--- src/rtl/ransac_fixed_pkg.sv ---
// Shared fixed-point types for the RANSAC plane-fit datapath (Q8.8 signed distances)
// plus the inlier tally record carried from the tally stage to its consumer.
package ransac_fixed;

    localparam int FIXED_BITS = 16;

    typedef logic signed [FIXED_BITS-1:0] fixed_t;

    localparam fixed_t FIXED_MAX = {1'b0, {(FIXED_BITS-1){1'b1}}};
    localparam fixed_t FIXED_MIN = {1'b1, {(FIXED_BITS-1){1'b0}}};

    // Storage widths of a tally; instances may use narrower counters/ids.
    localparam int TALLY_COUNT_BITS = 16;
    localparam int TALLY_ID_BITS    = 8;

    typedef struct packed {
        logic [TALLY_ID_BITS-1:0]    plane_id;
        logic [TALLY_COUNT_BITS-1:0] count;
    } inlier_tally_t;

    // The most-negative value has no positive twin, so it clamps to the max.
    function automatic fixed_t fixed_abs_saturate(input fixed_t value);
        fixed_t result;
        if (value == FIXED_MIN) begin
            result = FIXED_MAX;
        end else if (value[FIXED_BITS-1]) begin
            result = -value;
        end else begin
            result = value;
        end
        return result;
    endfunction

endpackage

--- src/rtl/inlier_result_fifo.sv ---
// Two-entry ready/valid FIFO of inlier tallies. A push into a full FIFO is
// only accepted when a pop happens in the same cycle.
module inlier_result_fifo
    import ransac_fixed::*;
(
    input  logic          clock,
    input  logic          reset_n,
    input  logic          flush,
    input  logic          push,
    input  inlier_tally_t push_data,
    input  logic          pop,
    output logic          valid,
    output inlier_tally_t head,
    output logic          full
);

    inlier_tally_t mem [2];
    logic          rd_ptr;
    logic          wr_ptr;
    logic [1:0]    level;
    logic          do_pop;
    logic          do_push;

    assign valid   = (level != 2'd0);
    assign full    = (level == 2'd2);
    assign do_pop  = pop && valid;
    assign do_push = push && (!full || do_pop);
    assign head    = valid ? mem[rd_ptr] : '0;

    always_ff @(posedge clock or negedge reset_n) begin
        if (!reset_n) begin
            mem[0] <= '0;
            mem[1] <= '0;
            rd_ptr <= 1'b0;
            wr_ptr <= 1'b0;
            level  <= 2'd0;
        end else if (flush) begin
            rd_ptr <= 1'b0;
            wr_ptr <= 1'b0;
            level  <= 2'd0;
        end else begin
            if (do_push) begin
                mem[wr_ptr] <= push_data;
                wr_ptr      <= ~wr_ptr;
            end
            if (do_pop) begin
                rd_ptr <= ~rd_ptr;
            end
            case ({do_push, do_pop})
                2'b10:   level <= level + 2'd1;
                2'b01:   level <= level - 2'd1;
                default: level <= level;
            endcase
        end
    end

endmodule

--- src/rtl/fast_inlier_tally.sv ---
// Classifies streamed point-to-plane distances against a threshold, tallies
// inliers per candidate plane and tracks the best plane of the current run.
module fast_inlier_tally
    import ransac_fixed::*;
#(
    parameter int count_bits    = 16,
    parameter int plane_id_bits = 8
) (
    input  logic                     clock,
    input  logic                     reset_n,
    input  logic                     clear,
    input  fixed_t                   threshold,
    input  logic                     sample_valid,
    input  fixed_t                   distance,
    input  logic                     sample_last,
    input  logic [plane_id_bits-1:0] sample_plane_id,
    output logic                     result_valid,
    input  logic                     result_ready,
    output logic [plane_id_bits-1:0] result_plane_id,
    output logic [count_bits-1:0]    result_count,
    output logic                     best_valid,
    output logic [plane_id_bits-1:0] best_plane_id,
    output logic [count_bits-1:0]    best_count,
    output logic                     overrun
);

    localparam logic [count_bits-1:0] COUNT_MAX = '1;

    fixed_t                   mag;
    logic                     s1_valid;
    logic                     s1_last;
    logic                     s1_inlier;
    logic [plane_id_bits-1:0] s1_plane_id;
    logic [count_bits-1:0]    run_count;
    logic [count_bits-1:0]    tally_count;
    logic                     tally_push;
    logic                     fifo_full;
    logic                     fifo_pop;
    inlier_tally_t            push_data;
    inlier_tally_t            head;
    logic                     unused_head;

    assign mag = fixed_abs_saturate(distance);

    always_ff @(posedge clock or negedge reset_n) begin
        if (!reset_n) begin
            s1_valid    <= 1'b0;
            s1_last     <= 1'b0;
            s1_inlier   <= 1'b0;
            s1_plane_id <= '0;
        end else if (clear) begin
            s1_valid    <= 1'b0;
            s1_last     <= 1'b0;
            s1_inlier   <= 1'b0;
            s1_plane_id <= '0;
        end else begin
            s1_valid    <= sample_valid;
            s1_last     <= sample_valid && sample_last;
            s1_inlier   <= sample_valid && ($unsigned(mag) <= $unsigned(threshold));
            s1_plane_id <= sample_plane_id;
        end
    end

    // Count including the current stage-1 sample, held at all-ones once saturated.
    always_comb begin
        tally_count = run_count;
        if (s1_inlier && (run_count != COUNT_MAX)) begin
            tally_count = run_count + count_bits'(1);
        end
    end

    assign tally_push = s1_valid && s1_last && !clear;
    assign fifo_pop   = result_valid && result_ready;

    always_ff @(posedge clock or negedge reset_n) begin
        if (!reset_n) begin
            run_count <= '0;
        end else if (clear) begin
            run_count <= '0;
        end else if (s1_valid) begin
            run_count <= s1_last ? '0 : tally_count;
        end
    end

    always_comb begin
        push_data          = '0;
        push_data.plane_id = TALLY_ID_BITS'(s1_plane_id);
        push_data.count    = TALLY_COUNT_BITS'(tally_count);
    end

    inlier_result_fifo u_fifo (
        .clock     (clock),
        .reset_n   (reset_n),
        .flush     (clear),
        .push      (tally_push),
        .push_data (push_data),
        .pop       (result_ready),
        .valid     (result_valid),
        .head      (head),
        .full      (fifo_full)
    );

    assign result_plane_id = head.plane_id[plane_id_bits-1:0];
    assign result_count    = head.count[count_bits-1:0];
    assign unused_head     = ^head;

    // Best tracking sees every completed tally, including ones the FIFO drops.
    always_ff @(posedge clock or negedge reset_n) begin
        if (!reset_n) begin
            best_valid    <= 1'b0;
            best_plane_id <= '0;
            best_count    <= '0;
            overrun       <= 1'b0;
        end else if (clear) begin
            best_valid    <= 1'b0;
            best_plane_id <= '0;
            best_count    <= '0;
            overrun       <= 1'b0;
        end else if (tally_push) begin
            if (!best_valid || (tally_count > best_count)) begin
                best_valid    <= 1'b1;
                best_plane_id <= s1_plane_id;
                best_count    <= tally_count;
            end
            if (fifo_full && !fifo_pop) begin
                overrun <= 1'b1;
            end
        end
    end

endmodule

--- config.mk ---
export PLATFORM = sky130hd
export DESIGN_NAME = fast_inlier_tally
export DESIGN_NICKNAME = d
export VERILOG_FILES = /design/src/rtl/ransac_fixed_pkg.sv /design/src/rtl/inlier_result_fifo.sv /design/src/rtl/fast_inlier_tally.sv
export SDC_FILE = /design/constraint.sdc
export NUM_CORES = 1
export LEC_CHECK = 0
export ABC_AREA = 1
export CORE_UTILIZATION = 46
export CTS_CLUSTER_DIAMETER = 100
export DETAILED_ROUTE_END_ITERATION = 12
export PLACE_DENSITY_LB_ADDON = 0.15
export SYNTH_ARGS = -nofsm -noshare
export SYNTH_HDL_FRONTEND = slang
export SYNTH_HIERARCHICAL = 1
export SYNTH_SLANG_ARGS = --single-unit
--- constraint.sdc ---
create_clock -name clock -period 3.5 [get_ports clock]
set_input_delay 0.7 -clock clock [delete_from_list [all_inputs] [get_ports clock]]
set_output_delay 0.7 -clock clock [all_outputs]
set_load 0.05 [all_outputs]
### After elaboration in Yosys (flattened, before gate mapping)

Index checks and enable logic that the tools add are counted.

* bits in registers: 105
* output and inout bits: 51
* word-level logic and storage cells: 96

* add/subtract/negate cells: 4
* magnitude comparators: 5
* eq/ne operators: 5
* mux-type cells: 35
* bitwise gates (word level): 5
* reduce and logical (&&, ||, !) cells: 26

Operators with widths (number)
* 2-to-1 mux 16 bit: 9
* 2-to-1 mux 24 bit: 5
* bitwise mux 48 bit: 1
* 2-to-1 mux 8 bit: 4
* demux 24 bit (select 1 bit): 1
* adder 16 x 1 -> 16 bit (second input constant): 1
* equality test 16 bit (second input constant): 1
* greater-than comparator 16 bit: 1
* less-or-equal comparator 16 bit: 1
* inequality test 16 bit (second input constant): 1
* negator 16 bit: 1
* nonzero test 2 bit: 7
* 2-to-1 mux 1 bit: 13
* logical AND 1 bit: 9
* AND reduction 2 bit: 3
* equality test 2 bit (second input constant): 2
* greater-or-equal comparator 2 bit (second input constant): 2
* logical NOT 1 bit: 4
* inverter 1 -> 2 bit: 2
* one-hot mux 2 bit (2 select lines): 1
* inverter 1 bit: 3
* nonzero test 3 bit: 1
* adder 2 x 1 -> 2 bit (second input constant): 1
* equality test 2 x 1 -> 1 bit (second input constant): 1
* other kinds (4): 5

### Longest topological paths before layout

Gate-level depths: netlist of run 1.

* depth in word-level cells: 8
* gate-level depth with buffers: 27
* mapped depth without buffers: 25

### By module

Netlist of run 1, hierarchy kept.

Modules (own cells, without submodules)
* fast_inlier_tally: instances 1, cells an instance 548, area each 3896.2 um2, seq. area each 1326.3 um2
* inlier_result_fifo: instances 1, cells an instance 295, area each 2471.1 um2, seq. area each 1301.2 um2

### Worst setup path after synthesis of run 1

Ideal clock, no wire load.

* path type: register to register
* start: reg run_count[0]
* end: reg best_count[10]
* library setup time: 0.119 ns
* arrival time: 2.679 ns
* required time: 3.381 ns
* setup slack: 0.701 ns
* cell stages (with the launch flop): 24
* buffers on the path: 2
* cells stage by stage: dfrtp_1 ha_1 nand3_2 inv_2 nand2_4 clkinv_2 nand2_4 nand2_8 inv_4 buf_6 nand2_2 nand2_2 inv_2 ha_1 nand4_1 nor3_1 nand2_1 nand2_1 nand2_1 nand2_1 nand2_1 buf_4 nand2_1 nand2_1

* cells in the longest elaborated chain, start to end: 7
* elaborated cells on any way between the ends: 11

RTL lines
* from (decl): RTL line fast_inlier_tally.sv:34 `logic [count_bits-1:0] run_count;`
* from (signal assigned): RTL line fast_inlier_tally.sv:81 `run_count <= s1_last ? '0 : tally_count;`
* parallel branches: the longest is 2 deep, another holds adder 16 x 1 -> 16 bit
* 2-to-1 mux 16 bit (*): RTL line fast_inlier_tally.sv:67 `if (s1_inlier && (run_count != COUNT_MAX)) begin`
* net tally_count[11]: RTL line fast_inlier_tally.sv:35 `logic [count_bits-1:0] tally_count;`
* greater-than comparator 16 bit (*): RTL line fast_inlier_tally.sv:120 `if (!best_valid || (tally_count > best_count)) begin`
* logical OR 1 bit (*): RTL line fast_inlier_tally.sv:120
* nonzero test 2 bit (no source line) (*)
* AND reduction 2 bit (no source line) (*)
* to (signal assigned): RTL line fast_inlier_tally.sv:123 `best_count <= tally_count;`
* to (decl): RTL line fast_inlier_tally.sv:23 `output logic [count_bits-1:0] best_count,`

Mark *: on every way through the listed nets, which the timed path passes. The select of a mux whose other input is x is not followed.
A chain may end at the register's enable or synchronous reset.

### Final worst setup path of run 1

* start: reg u_fifo.level[0]
* end: out result_count[6]

* cells in the longest elaborated chain, start to end: 2

RTL lines
* from (decl): RTL line inlier_result_fifo.sv:20 `logic [1:0] level;`
* from (signal assigned): RTL line inlier_result_fifo.sv:50 `2'b10: level <= level + 2'd1;`
* from (signal assigned): RTL line inlier_result_fifo.sv:51 `2'b01: level <= level - 2'd1;`
* from (signal assigned): RTL line inlier_result_fifo.sv:52 `default: level <= level;`
* nonzero test 2 bit: RTL line inlier_result_fifo.sv:24 `assign valid = (level != 2'd0);`
* 2-to-1 mux 24 bit: RTL line inlier_result_fifo.sv:28 `assign head = valid ? mem[rd_ptr] : '0;`
* to (decl): RTL line fast_inlier_tally.sv:20 `output logic [count_bits-1:0] result_count,`

No other way between the ends.

==> results of run 1 <==
[layout by cell type (no fill, tap or decap), types with 2 or more instances in the layout]
| cell type | instances |
|---|---|
| a21oi_1 | 42 |
| buf_12 | 2 |
| buf_4 | 16 |
| clkbuf_16 | 9 |
| clkdlybuf4s50_1 | 95 |
| clkinv_2 | 3 |
| clkinv_4 | 2 |
| dfrtp_1 | 105 |
| ha_1 | 34 |
| inv_1 | 115 |
| inv_2 | 11 |
| nand2_1 | 252 |
| nand2_2 | 21 |
| nand2_4 | 3 |
| nand3_1 | 54 |
| nand3_2 | 2 |
| nand4_1 | 10 |
| nor2_1 | 48 |
| nor2_2 | 3 |
| nor2_4 | 2 |
| nor3_1 | 5 |
| o211ai_1 | 3 |
| o21ai_0 | 32 |
| o21ai_1 | 17 |
| o21ai_2 | 12 |
| o22ai_1 | 13 |
| xnor2_1 | 2 |
| xor2_1 | 11 |
[power groups by stage]
stage                     clock, mW  sequential [mW]  combinational, mW
final                         0.993             1.31              0.691
after global routing           1.07             1.32              0.771
after CTS                      1.02             1.31              0.697
after detailed placement          0             1.33              0.695
after global placement            0             1.33              0.689
after floorplan                   0             1.33              0.458
[worst max-delay path, stage by stage, from the launching register on]
cell	delay [ps]
dfrtp_1	440
inv_1	100
nand2_1	70
inv_1	610
buf_4	250
a21oi_1	40
clkdlybuf4s50_1	700
[layer usage]
layer / vias up / routed length (microns)
met5: - / 0
met4: 0 / 186
met3: 13 / 527
met2: 97 / 6710
met1: 2547 / 7080
li1: 2865 / -
[worst max-delay path by stage]
stage                           startpoint  slack [ps]                         end
2_1_floorplan     run_count[0]$_DFFE_PN0P_         700  best_count[10]$_DFFE_PN0P_
3_3_place_gp                   distance[0]         200         s1_inlier$_DFF_PN0_
3_5_place_dp                   distance[0]         140         s1_inlier$_DFF_PN0_
4_1_cts        u_fifo/level[0]$_DFFE_PN0P_         240             result_count[6]
5_1_grt           run_count[0]$_DFFE_PN0P_          50   best_count[6]$_DFFE_PN0P_
6_report       u_fifo/level[0]$_DFFE_PN0P_         230             result_count[6]
[stage by stage]
stage                     power (mW)  std cells  setup slack (ps)  util (%)  cell area, sq um
after global routing            3.16       1116              46.4      58.3              7790
final                           2.99       1116               234      58.3              7790
after detailed placement        2.03       1101               139      56.2              7500
after global placement          2.02       1101               205      56.2              7500
after floorplan                 1.79        843               701         -              6370
after CTS                       3.02       1116               236      58.3              7790
[registers in the layout (all words and copies together) (netlist names)]
name	count
u_fifo/level	2
s1_last	1
best_count	16
run_count	16
u_fifo/wr_ptr	1
s1_valid	1
u_fifo/mem	48
best_plane_id	8
best_valid	1
overrun	1
s1_plane_id	8
u_fifo/rd_ptr	1
s1_inlier	1
[cells in the mapped netlist (all sizes together), types with 11 or more instances]
cell type and n:
nand3 57, ha 34, a21oi 42, nand2 277
o21ai 61, inv 127, xor2 12, buf 20
o22ai 13, nand4 11, nor2 53, dfrtp 105
clkbuf 11
[cell type report]
class,count,share of cell area (%)
clock buffers,10,2.94
multi-input cells,578,39.2
clock inverters,5,0.739
repair buffers,113,14.3
inverters,129,6.27
flip-flops and latches,105,33.7
well taps,176,2.83
[kinds of logic (layout without fill, tap and decap cells)]
family | Yosys count | in the layout | share of synthesized area, %
XOR/XNOR | 14 | 14 | 2.04
buffers and inverters | 160 | 257 | 10.8
AO/OA/AOI/OAI | 125 | 125 | 11.2
adder cells (fa/ha/maj) | 34 | 34 | 6.68
AND/OR/NAND/NOR | 405 | 405 | 28.0
flip-flops | 105 | 105 | 41.3
==> out/metrics.csv, run 1 <==
stage,metric,value,unit
clocking,H-tree depth,3,
synthesis,Synth Instances,843,
worst_setup_path,Setup crit start kind,flip-flop,
synthesis,Synth top area share,41.3,%
synthesis,Synth area leader,dfrtp_1,
clocking,CTS tree,yes,
power,Internal Power,2.07,mW
global_routing,largest net degree at the start of global routing,67,
routing,First DRT Iteration DRCs,304,
global_routing,gr usage total,21.8,%
clocking,Max clock buf depth,2,
clocking,CTS Hold Bufs,0,
synthesis,"Avg Cell Area, Syn",7.55,sq um
routing,Vias/cell,4.95,
clocking,# resized after CTS,0,
routing,DR WL/cell,13.0,microns
global_routing,vias in the first global route,5239,
sta,minimum hold slack,323,ps
run,max-cap violations,0,
power,clock network power share,33.2,%
worst_hold_path,Hold Crit Class,in -> async,
layout,Fillers,1292,
clocking,"Setup Fix Bufs, Post-CTS",0,
layout,total inserted antenna cells,0,
clocking,"Clk pin slew, worst setup/hold paths",70,ps
layout,nets@finish,1016,
global_routing,met2 Usage GRT,36.2,%
clocking,clock root cell,clkbuf_16,
synthesis,Post-Syn Area,6370,sq um
synthesis,Netlist cell types,43,
floorplan,initial core utilization,47.7,%
worst_setup_path,reg2reg start,run_count[0]$_DFFE_PN0P_,
layout,share of cells above drive strength 1,10.0,%
floorplan,Die Y,120,microns
synthesis,prevailing post-synth register cell,dfrtp_1,
routing,remaining antenna violation count,0,
floorplan,Die X,120,microns
worst_setup_path,flop2flop setup slack,320,ps
synthesis,largest cells by area after synthesis,"dfrtp_1 (41%), nand2_1 (15%), inv_1 (6.8%)",
synthesis,synth warn,6,
power,VDD IR max,0.000240,V
synthesis,Seq cells post-synth,105,
worst_setup_path,Crit path required time,2800,ps
sta,Final min period,3270,ps
global_routing,GR met3 Demand/Resource,4.71,%
routing,DRC Markers,0,
sta,Final period util,93.3,%
floorplan,Rows,42,
layout,FF+latch area,2630,sq um
routing,TritonRoute pass-1 iters,5,
clocking,clock sink count,105,
worst_setup_path,critical path data arrival time,2570,ps
floorplan,die area,14300,sq um
sta,normalized max-slew margin,42.4,%
layout,area occupied by multi-input gates,3050,sq um
power,Comb pwr share,23.1,%
synthesis,Post-synth EDFFs,0,
synthesis,asr flop ratio synth,100,%
sta,Fin Setup TNS,0,ps
global_routing,met1 usage,29.3,%
sta,Fin. Hold Viols,0,
placed_design,IO Port Bufs,96,
placed_design,hpwl dp,10.5,mm
sta,fmax,306,MHz
layout,P&R area growth vs syn,22.3,%
worst_setup_path,Critical R2R Capture,best_count[13]$_DFFE_PN0P_,
clocking,CTS Buf Count,9,
global_routing,global routing's busiest layer,met2,
placed_design,routability cong.,0.880,
worst_setup_path,worst-path maximum fanout,22,
power,part of the power in registers,43.7,%
power,power per cell area,384,nW/um^2
worst_setup_path,R2R depth,22,
sta,Worst Tran Pin Value,859,ps
sta,setup repair after global routing missed its margin,no,
global_routing,first-pass GRT wire length,24.9,mm
status,outcome,"finished, final reports clean",
worst_setup_path,Setup CP Type,reg -> out,
global_routing,gr ovfl total,0,
sta,Final Setup Violations,0,
clocking,Skew-Pair Late Insertion Delay,350,ps
global_routing,initial antenna violation count,0,
synthesis,Post-Syn Nets,923,
routing,via count,5522,
power,Psw,925,uW
synthesis,"Seq/Total Area, Yosys",41.3,%
worst_setup_path,CP Capture Type,primary output,
power,Sw Share,30.9,%
floorplan,I/O pins,97,
floorplan,core area,13300,sq um
routing,WL final,14.5,mm
power,Leak,3.83,nW
sta,final slew viol count,0,
sta,clk_skew,4.79,ps
Note: power is estimated with default switching activity, not from simulation.
==> inputs of run 2 (changes only) <==
- CELL_PAD_IN_SITES_DETAIL_PLACEMENT: unset -> 0
- CELL_PAD_IN_SITES_GLOBAL_PLACEMENT: unset -> 2
- CORE_UTILIZATION: 46 -> 31
==> run 2 against run 1 <==
Cell count rose by 8.9%. Non-clock buffer count is 4 higher. Hold slack improved by 36 ps. Die area grew 48%. Total power is 1.2% higher. Wire length grew 21%. Count of clock-buffer cells in the layout unchanged.
==> out/metrics.csv, run 2 (same netlist as run 1, synthesis figures left out) <==
stage,metric,value,unit,change
worst_setup_path,Setup CP Type,reg -> out,,
routing,via count,5674,,+2.8%
sta,fmax,294,MHz,-4.0%
worst_setup_path,Setup crit start kind,flip-flop,,
sta,final slew viol count,0,,unchanged
worst_setup_path,CP Capture Type,primary output,,
routing,DRC Markers,0,,unchanged
floorplan,initial core utilization,31.6,%,-16 points
routing,Vias/cell,4.67,,-5.6%
global_routing,GR met3 Demand/Resource,2.89,%,-1.8 points
global_routing,largest net degree at the start of global routing,62,,-7.5%
clocking,Skew-Pair Late Insertion Delay,360,ps,about the same
worst_hold_path,Hold Crit Class,in -> async,,
clocking,CTS tree,yes,,
routing,TritonRoute pass-1 iters,5,,unchanged
layout,share of cells above drive strength 1,10.9,%,+0.90 points
routing,First DRT Iteration DRCs,235,,-23%
placed_design,pre-CTS WS,-1.74,ps,-141 ps
global_routing,first-pass GRT wire length,28.1,mm,+13%
floorplan,Die X,145,microns,+21%
clocking,clock root cell,clkbuf_16,,
global_routing,met1 usage,23.0,%,-6.3 points
power,power per cell area,380,nW/um^2,-1.2%
sta,Final min period,3400,ps,+137 ps
layout,max FFs per register,48,,unchanged
global_routing,gr ovfl total,0,,unchanged
global_routing,initial antenna violation count,0,,unchanged
clocking,Max clock buf depth,2,,unchanged
power,total power,3.03,mW,+1.2%
routing,remaining antenna violation count,0,,unchanged
sta,final worst slack,97.0,ps,-137 ps
placed_design,IO Port Bufs,96,,unchanged
layout,total inserted antenna cells,0,,unchanged
sta,minimum hold slack,359,ps,+35.7 ps
layout,Largest Register,u_fifo/mem,,
clocking,clock sink count,105,,unchanged
sta,setup repair after global routing missed its margin,yes,,
floorplan,Die Y,145,microns,+21%
global_routing,gr usage total,16.9,%,-5.0 points
placed_design,area of placed instances,7650,sq um,+2.1%
clocking,"Setup Fix Bufs, Post-CTS",0,,unchanged
sta,normalized max-slew margin,40.4,%,-2.0 points
layout,biggest registers after layout,"u_fifo/mem: 48 flops, best_count: 16 flops, run_count: 16 flops",,
layout,Fillers,2132,,+65%
worst_setup_path,Crit path required time,2800,ps,about the same
sta,Final Setup Violations,0,,unchanged
routing,DR WL/cell,14.4,microns,+11%
layout,final instance area,7970,sq um,+2.4%
clocking,CTS Hold Bufs,0,,unchanged
clocking,"Clk pin slew, worst setup/hold paths",80,ps,about the same
layout,"commonest non-fill, non-tap cell in the layout",nand2_1,,
global_routing,vias in the first global route,5386,,+2.8%
sta,Fin. Hold Viols,0,,unchanged
clocking,CTS Buf Count,9,,unchanged
routing,WL final,17.6,mm,+21%
worst_setup_path,worst-path maximum fanout,24,,+9.1%
sta,Worst Tran Pin Value,893,ps,+34.6 ps
sta,clk_skew,12.7,ps,+7.90 ps
global_routing,global routing's busiest layer,met2,,
floorplan,die area,21100,sq um,+48%
floorplan,core area,20200,sq um,+51%
run,max-cap violations,0,,unchanged
floorplan,I/O pins,97,,unchanged
layout,P&R area growth vs syn,25.2,%,
floorplan,Rows,52,,+24%
worst_setup_path,critical path data arrival time,2700,ps,+130 ps
layout,most frequent cells in the layout,"nand2_1 (252), inv_1 (115), dfrtp_1 (105)",,
layout,nets@finish,1020,,+0.39%
status,outcome,"finished, final reports clean",,
sta,Final period util,97.2,%,+3.9 points
sta,Fin Setup TNS,0,ps,unchanged
placed_design,routability cong.,0.838,,-4.7%
power,Leak,3.88,nW,+1.1%
placed_design,hpwl dp,12.9,mm,+22%
global_routing,met2 Usage GRT,27.7,%,-8.5 points
clocking,H-tree depth,3,,unchanged
power,VDD IR max,0.000210,V,-13%
[run 2: cell count changes in the layout (fill, tap and decap cells not counted), sizes merged]
cell and delta:
buf +6, inv +4, clkdlybuf4s50 -3, clkinv -3, bufinv -1, clkinvlp +1
dlymetal6s2s +1
[run 2: power breakdown]
| group | internal [mW] | total [mW] | switching, mW |
|---|---|---|---|
| sequential | 1.27 | 1.31 | 0.0401 |
| combinational | 0.250 | 0.710 | 0.460 |
| clock | 0.501 | 1.01 | 0.509 |
[run 2: worst max-delay path, stage by stage (launching register included)]
cell and delay [ps]:
dfrtp_1 460, inv_1 80, nand2_1 170, inv_1 420, a21oi_1 350, clkdlybuf4s50_1 850
[run 2: path summary, 6_finish.rpt]
| path | start | slack, ps | depth (start not counted) | endpoint |
|---|---|---|---|---|
| hold / removal | reset_n | 360 | 1 | u_fifo/mem[7]$_DFFE_PN0P_ |
| max in group asynchronous | reset_n | 2380 | 2 | best_plane_id[5]$_DFFE_PN0P_ |
| hold reg to reg | best_plane_id[0]$_DFFE_PN0P_ | 480 | 2 | best_plane_id[0]$_DFFE_PN0P_ |
| min in group clock | best_plane_id[0]$_DFFE_PN0P_ | 480 | 2 | best_plane_id[0]$_DFFE_PN0P_ |
| setup reg to reg | run_count[0]$_DFFE_PN0P_ | 340 | 27 | best_plane_id[4]$_DFFE_PN0P_ |
| setup / recovery | u_fifo/level[0]$_DFFE_PN0P_ | 100 | 5 | result_count[2] |
[run 2: timing repair]
item                       4_1_cts  5_1_grt
hold endpoints to repair         0        0
setup endpoints to repair        0       36
gates resized for setup          0        7
[run 2: cell type report]
cell class	count	area, sq um	area share (%)
flip-flops and latches	105	2630	33.0
clock inverters	6	58.8	0.738
clock buffers	10	229	2.87
multi-input cells	578	3070	38.5
inverters	129	493	6.19
repair buffers	117	1150	14.5
well taps	270	338	4.24
[run 2: metal layers]
| layer | vias up | part of all wire [%] |
|---|---|---|
| li1 | 2870 | - |
| met1 | 2687 | 48 |
| met2 | 106 | 48 |
| met3 | 11 | 3.8 |
| met4 | 0 | 0.98 |
| met5 | - | 0 |
[run 2: through the flow]
step                      utilization (%)  cells
final                                39.5   1215
after CTS                            39.4   1215
after global placement               38.0   1199
after global routing                 39.5   1215
after floorplan                         -    843
after detailed placement             38.0   1199
